## src/rtl/alu_pkg.sv

```systemverilog
// Shared ALU definitions: default datapath width and the
// sequencing states used by the bit-serial ALU blocks.
package alu_pkg;

    localparam int ALU_WIDTH = 8;

    typedef enum logic [1:0] {
        IDLE,
        SHIFT,
        DONE
    } sub_state_e;

endpackage

```

## src/rtl/half_subtractor_1b.sv

```systemverilog
// One-bit half subtractor.
// Ports: x, y in; diff = x^y, borrow = ~x&y out.
module half_subtractor_1b (
    input  logic x,
    input  logic y,
    output logic diff,
    output logic borrow
);

    assign diff   = x ^ y;
    assign borrow = ~x & y;

endmodule

```

## src/rtl/serial_subtractor_8b.sv

```systemverilog
// Bit-serial subtractor, diff = a - b, LSB first, one bit per clock.
// Ports: clk, rst_n, start, a, b in; busy, done, diff, borrow_out,
// zero, overflow out (all registered).
module serial_subtractor_8b
    import alu_pkg::*;
#(
    parameter int WIDTH = ALU_WIDTH
) (
    input  logic             clk,
    input  logic             rst_n,
    input  logic             start,
    input  logic [WIDTH-1:0] a,
    input  logic [WIDTH-1:0] b,
    output logic             busy,
    output logic             done,
    output logic [WIDTH-1:0] diff,
    output logic             borrow_out,
    output logic             zero,
    output logic             overflow
);

    localparam int CW = $clog2(WIDTH) + 1;

    sub_state_e       state_q;
    logic [WIDTH-1:0] a_q;
    logic [WIDTH-1:0] b_q;
    logic [WIDTH-1:0] res_q;
    logic [WIDTH-1:0] res_d;
    logic [CW-1:0]    cnt_q;
    logic             brw_q;
    logic             brw_d;
    logic             busy_q;
    logic             done_q;
    logic             zero_q;
    logic             ovf_q;

    logic p_diff;
    logic p_brw;
    logic bit_d;
    logic q_brw;
    logic last_bit;

    // Full subtractor from two half subtractors: operand bits first,
    // then the partial difference against the stored borrow.
    half_subtractor_1b u_hs_op (
        .x      (a_q[0]),
        .y      (b_q[0]),
        .diff   (p_diff),
        .borrow (p_brw)
    );

    half_subtractor_1b u_hs_brw (
        .x      (p_diff),
        .y      (brw_q),
        .diff   (bit_d),
        .borrow (q_brw)
    );

    assign brw_d    = p_brw | q_brw;
    assign res_d    = {bit_d, res_q[WIDTH-1:1]};
    assign last_bit = (cnt_q == CW'(WIDTH - 1));

    always_ff @(posedge clk or negedge rst_n) begin
        if (!rst_n) begin
            state_q <= IDLE;
            a_q     <= '0;
            b_q     <= '0;
            res_q   <= '0;
            cnt_q   <= '0;
            brw_q   <= 1'b0;
            busy_q  <= 1'b0;
            done_q  <= 1'b0;
            zero_q  <= 1'b0;
            ovf_q   <= 1'b0;
        end else begin
            unique case (state_q)
                IDLE, DONE: begin
                    done_q <= 1'b0;
                    if (start) begin
                        a_q     <= a;
                        b_q     <= b;
                        brw_q   <= 1'b0;
                        cnt_q   <= '0;
                        busy_q  <= 1'b1;
                        state_q <= SHIFT;
                    end else begin
                        state_q <= IDLE;
                    end
                end
                SHIFT: begin
                    res_q <= res_d;
                    a_q   <= a_q >> 1;
                    b_q   <= b_q >> 1;
                    brw_q <= brw_d;
                    cnt_q <= cnt_q + 1'b1;
                    if (last_bit) begin
                        // Operand MSBs sit in bit 0 on the final step.
                        state_q <= DONE;
                        busy_q  <= 1'b0;
                        done_q  <= 1'b1;
                        zero_q  <= (res_d == '0);
                        ovf_q   <= (a_q[0] ^ b_q[0])
                                 & (a_q[0] ^ bit_d);
                    end
                end
                default: begin
                    state_q <= IDLE;
                end
            endcase
        end
    end

    assign busy       = busy_q;
    assign done       = done_q;
    assign diff       = res_q;
    assign borrow_out = brw_q;
    assign zero       = zero_q;
    assign overflow   = ovf_q;

endmodule

```

## config.mk

```make
export PLATFORM = sky130hd
export DESIGN_NAME = serial_subtractor_8b
export DESIGN_NICKNAME = d
export VERILOG_FILES = /design/src/rtl/alu_pkg.sv /design/src/rtl/half_subtractor_1b.sv /design/src/rtl/serial_subtractor_8b.sv
export SDC_FILE = /design/constraint.sdc
export NUM_CORES = 1
export LEC_CHECK = 0
export CORE_MARGIN = 2
export CORE_UTILIZATION = 45
export CTS_CLUSTER_SIZE = 10
export DETAILED_ROUTE_END_ITERATION = 8
export HOLD_SLACK_MARGIN = 0.12
export PLACE_DENSITY_LB_ADDON = 0.3
export SYNTH_ARGS = -nofsm -noshare
export SYNTH_HDL_FRONTEND = slang
export SYNTH_SLANG_ARGS = --single-unit
```

## constraint.sdc

```tcl
create_clock -name clk -period 1.6 [get_ports clk]
set_clock_uncertainty 0.2 [all_clocks]
set_input_delay 0.32 -clock clk [delete_from_list [all_inputs] [get_ports clk]]
set_output_delay 0.32 -clock clk [all_outputs]
set_load 0.1 [all_outputs]
```

# After elaboration in Yosys (flattened, before gate mapping)
# Index checks and enable logic that the tools add are counted.
# totals
word_cells,49
input_bits,19
romBits,0
memories,0
reg_bits,35
mem_bits_rw,0
output_inout_bits,13
latchBits,0
# classes
n_eq_ne,5
magnitude_cmp,0
n_bitwise,9
div_mod_pow,0
reduce_logical,8
n_addsub,1
n_shift,0
muxes,16
multipliers,0
# ops
op,n
$pmux 8 s2,2
$mux 8,2
$logic_not 8->1,1
$pmux 4 s2,1
$pmux 1 s2,3
$reduce_and 2->1,3
$mux 1,5
$add 4x1->4 const B,1
$eq 4x3->1 const B,1
$mux 4,1
$ne 2x2->1 const B,2
$pmux 2 s2,1
$and 1x1->1,3
$reduce_and 3->1,1
$xor 1x1->1,3
$eq 2x1->1 const B,1
$eq 2x2->1 const B,1
$logic_not 2->1,1
$mux 2,1
$not 1->1,2
$reduce_bool 2->1,1
$reduce_or 2->1,1
$or 1x1->1,1

# Depth between registers and ports, before layout
# Gate-level depths: netlist (run 1).
# logic_depth
ltp_word,5
mapped_depth,5
ltp_nobuf,5

# Hierarchy
# Synthesis (run 1) repeated with hierarchy kept, for this count alone.
# unflattened
cells_unflattened,119
hier_area_um2,1516.5
# by_module_without_submodules
mod,seq_area_each_um2,area_each_um2,n_inst,cells_per_inst
serial_subtractor_8b,875.8,1476.4,1,113
half_subtractor_1b,0.0,20.0,2,3

# Worst setup path after synthesis (run 1)
# Ideal clock, no wire load.
# synth_path
kind,register to register
startpoint,register brw_q (netlist: borrow_out)
endpoint,register ovf_q (netlist: overflow)
stages_incl_launch_ff,6
setup_time_ps,126
required_time_ps,1274
period_less_slack_ps,2416
slack_ps,-816
arrival_time_ps,2090
n_path_buf,0
path_cell_list,dfrtp_1 inv_1 fa_1 xnor2_1 nor2_1 mux2_4
# synth_via
elab_chain_cells,3
# synth_rtl
element,line,text
start: declaration,serial_subtractor_8b.sv:30,logic brw_q;
start signal: assignment,serial_subtractor_8b.sv:94,brw_q <= brw_d;
$xor 1x1->1,half_subtractor_1b.sv:10,assign diff = x ^ y;
net bit_d,serial_subtractor_8b.sv:39,logic bit_d;
$xor 1x1->1,serial_subtractor_8b.sv:103,& (a_q[0] ^ bit_d);
$and 1x1->1,serial_subtractor_8b.sv:103,
end signal: assignment,serial_subtractor_8b.sv:102,ovf_q <= (a_q[0] ^ b_q[0])
end: declaration,serial_subtractor_8b.sv:35,logic ovf_q;
# The timed path passes the listed nets, and every way through them passes these cells.
# A chain may end at the register's enable or synchronous reset.

# Final worst setup path (run 1)
# Ends and elaborated chain as after synthesis.

==> metrics, run 1 <==
Post-CTS Hold Buffers=0; sequential fraction of the synthesis area=57.5%; post-synth top area share=57.5%; gpl congestion=0.726; first-pass GRT wire length=5380 µm; worst slew pin tran=217 ps; IO buf count=31; drt drc=0; largest net degree at the start of global routing=36; r2r setup slk=-180 ps; Power per Cell Area=2390 nW/µm²; Worst setup EP type=flip-flop; Synth area leader=dfrtp_1; Die ar.=3870 µm²; layout cells sized above 1=23.2%; type of the worst min-delay path=input pin to asynchronous set/reset pin; Netlist cell types=28; total power=5230 µW; status=finished, violations left; initial antenna violation count=0; Yosys warning count=0; clk buf depth=2; final setup violation count=3; max cap viols=0; Crit Path Class=flip-flop to flip-flop; RSZ-0062 raised after global routing=yes; Starting DRT DRC Count=59; vias in the first global route=1210; endpoints failing hold=0; CTS Root Buffer Type=clkbuf_4; Top Ports=32; Clock Sinks=35; Ant. Diodes=0; final instance area=2190 µm²; Crit Path Max Fanout=2; CTS tree=done; post-DR vias/cell=5.18; Post-Route WL=3090 µm; violated checks=setup timing; post-DR wirelength/cell=13.1 µm; Placed Area=2100 µm²; Post-DP HPWL=2240 µm; crit share post-route=111%; fin crit period=1780 ps; core region area=3280 µm²; worst-skew pair later-pin latency=340 ps; cts bufs inserted=5; Reg clk slew, reported paths=100 ps; Initial Util=46.4%; Die Wd=62.2 µm; Mean Syn Cell Area=10.4 µm²; Critical R2R Capture=overflow$_DFFE_PN0P_; total iterations of the first detailed-routing run=5; # rows=21; #FFs+latches synth=35; H-tree depth=2; Post-Syn Instances=146; r2r worst-path depth=5; Slew headroom=85.4%; largest cells by area after synthesis=dfrtp_1, nand2_1, a22oi_1; Fillers=260; grt ovf=0; Syn-to-layout area delta=43.8%; Place WS=-215 ps; Setup crit start kind=flip-flop; Fmax=562 MHz; nets@finish=211; crit path DAT=1810 ps; Critical R2R Launch=borrow_out$_DFFE_PN0P_; peak supply drop=1530 µV; via count=1223; post-route setup slack=-178 ps; CP Data Required Time=1630 ps; Tot GR Track Use=18.0%; hold slack=131 ps; fin. max-slew vios=0; net count after synthesis=168; chip height=62.2 µm; Pleak=0.00104 µW; Syn Std Cell Area=1520 µm²; Antenna Nets Post-Route=0
kinds of logic after synthesis:
logic type               after synthesis  synth area share [%]
AND/OR/NAND/NOR                       68                  20.4
flip-flops                            35                  57.5
AO/OA/AOI/OAI                         22                  11.2
buffers and inverters                 13                  4.43
multiplexers                           4                  2.96
adder cells (fa/ha/maj)                3                  2.96
XOR/XNOR                               1                 0.575
synthesized netlist by cell type (all sizes together):
master	n
a21o	1
nand4	1
nor4	2
mux2	1
ha	2
fa	1
nand2	40
nor2b	2
and2b	1
clkbuf	1
buf	8
a22o	4
o2bb2ai	1
nand3	13
nor3	3
nor2	4
nand2b	2
inv	4
dfrtp	35
a22oi	12
o21ai	2
mux2i	3
a221o	2
xnor2	1
cells in the final DEF (no fill, tap or decap), types with 2 or more instances in the layout:
cell type        count
a221o_1              2
a22oi_1             12
clkdlybuf4s50_1     18
o21ai_0              2
buf_12              16
nand2b_1             2
clkbuf_4             5
nor2_1               3
buf_4               10
dfrtp_2              3
nand2_1             40
ha_1                 2
mux2i_1              3
dfrtp_1             31
a22o_1               4
nor3_1               2
nand3_1             13
clkbuf_1             2
inv_1                3
final cells by class:
type / instances / area (µm²) / area share (%)
repair buffers: 45 / 587 / 26.8
multi-input cells: 98 / 599 / 27.3
clock buffers: 7 / 45.0 / 2.05
inverters: 4 / 15.0 / 0.685
flip-flops and latches: 35 / 883 / 40.3
well taps: 46 / 57.6 / 2.63
clock inverters: 1 / 5.00 / 0.228
state kept, by name (all words and copies together) (netlist names):
name	flops
a_q	8
b_q	8
diff	8
cnt_q	4
state_q	2
borrow_out	1
busy	1
done	1
overflow	1
zero	1
power by group:
group | leakage, µW | switching (µW) | internal, µW
registers | 0.000437 | 359 | 1280
logic | 0.000570 | 1840 | 1290
clock network | 0.0000293 | 281 | 171
routing by layer:
metal | GRT usage (%) | vias to the layer above | wire length (µm)
met3 | 5.43 | 7 | 176
met5 | 0 | - | 0
met2 | 31.3 | 31 | 1590
met4 | 7.50 | 0 | 54
li1 | - | 586 | -
met1 | 20.8 | 599 | 1270
metrics by stage:
step / util [%] / std cells / TNS [ps]
after detailed placement: 64.0 / 226 / -3440
after global placement: 64.0 / 226 / -2750
final: 66.7 / 236 / -483
after global routing: 66.7 / 236 / -657
after floorplan: - / 146 / -550
after CTS: 66.2 / 235 / -425
worst max path at each step:
stage	startpoint	endpoint	slack, ps	cells after the start
finish	borrow_out$_DFFE_PN0P_	overflow$_DFFE_PN0P_	-180	5
floorplan	borrow_out$_DFFE_PN0P_	overflow$_DFFE_PN0P_	-350	5
CTS	borrow_out$_DFFE_PN0P_	overflow$_DFFE_PN0P_	-180	5
global placement	borrow_out$_DFFE_PN0P_	overflow$_DFFE_PN0P_	-170	5
global route	borrow_out$_DFFE_PN0P_	zero$_DFFE_PN0P_	-230	6
detailed placement	start	cnt_q[2]$_DFFE_PN0P_	-220	4
what timing repair did:
action | CTS | global route
buffers inserted | 1 | 1
gates resized for setup | 2 | 5
endpoints found under the setup margin | 3 | 7
pin swaps | 3 | 0
worst max-delay path: stages, from the launching register on:
cell	delay, ps
dfrtp_4	420
inv_2	40
fa_1	560
xnor2_1	130
nor2_1	60
mux2_4	250
No activity file was read; power rests on OpenSTA's default activity.
==> run 2: changes to the inputs <==
--- a/config.mk
+++ b/config.mk
@@ -11,6 +11,7 @@
 export DETAILED_ROUTE_END_ITERATION = 8
 export HOLD_SLACK_MARGIN = 0.12
 export PLACE_DENSITY_LB_ADDON = 0.3
+export SLEW_MARGIN = 5
 export SYNTH_ARGS = -nofsm -noshare
 export SYNTH_HDL_FRONTEND = slang
 export SYNTH_SLANG_ARGS = --single-unit
==> results of run 2 <==
No change in the layout: final DEF, timing and power equal those of run 1.
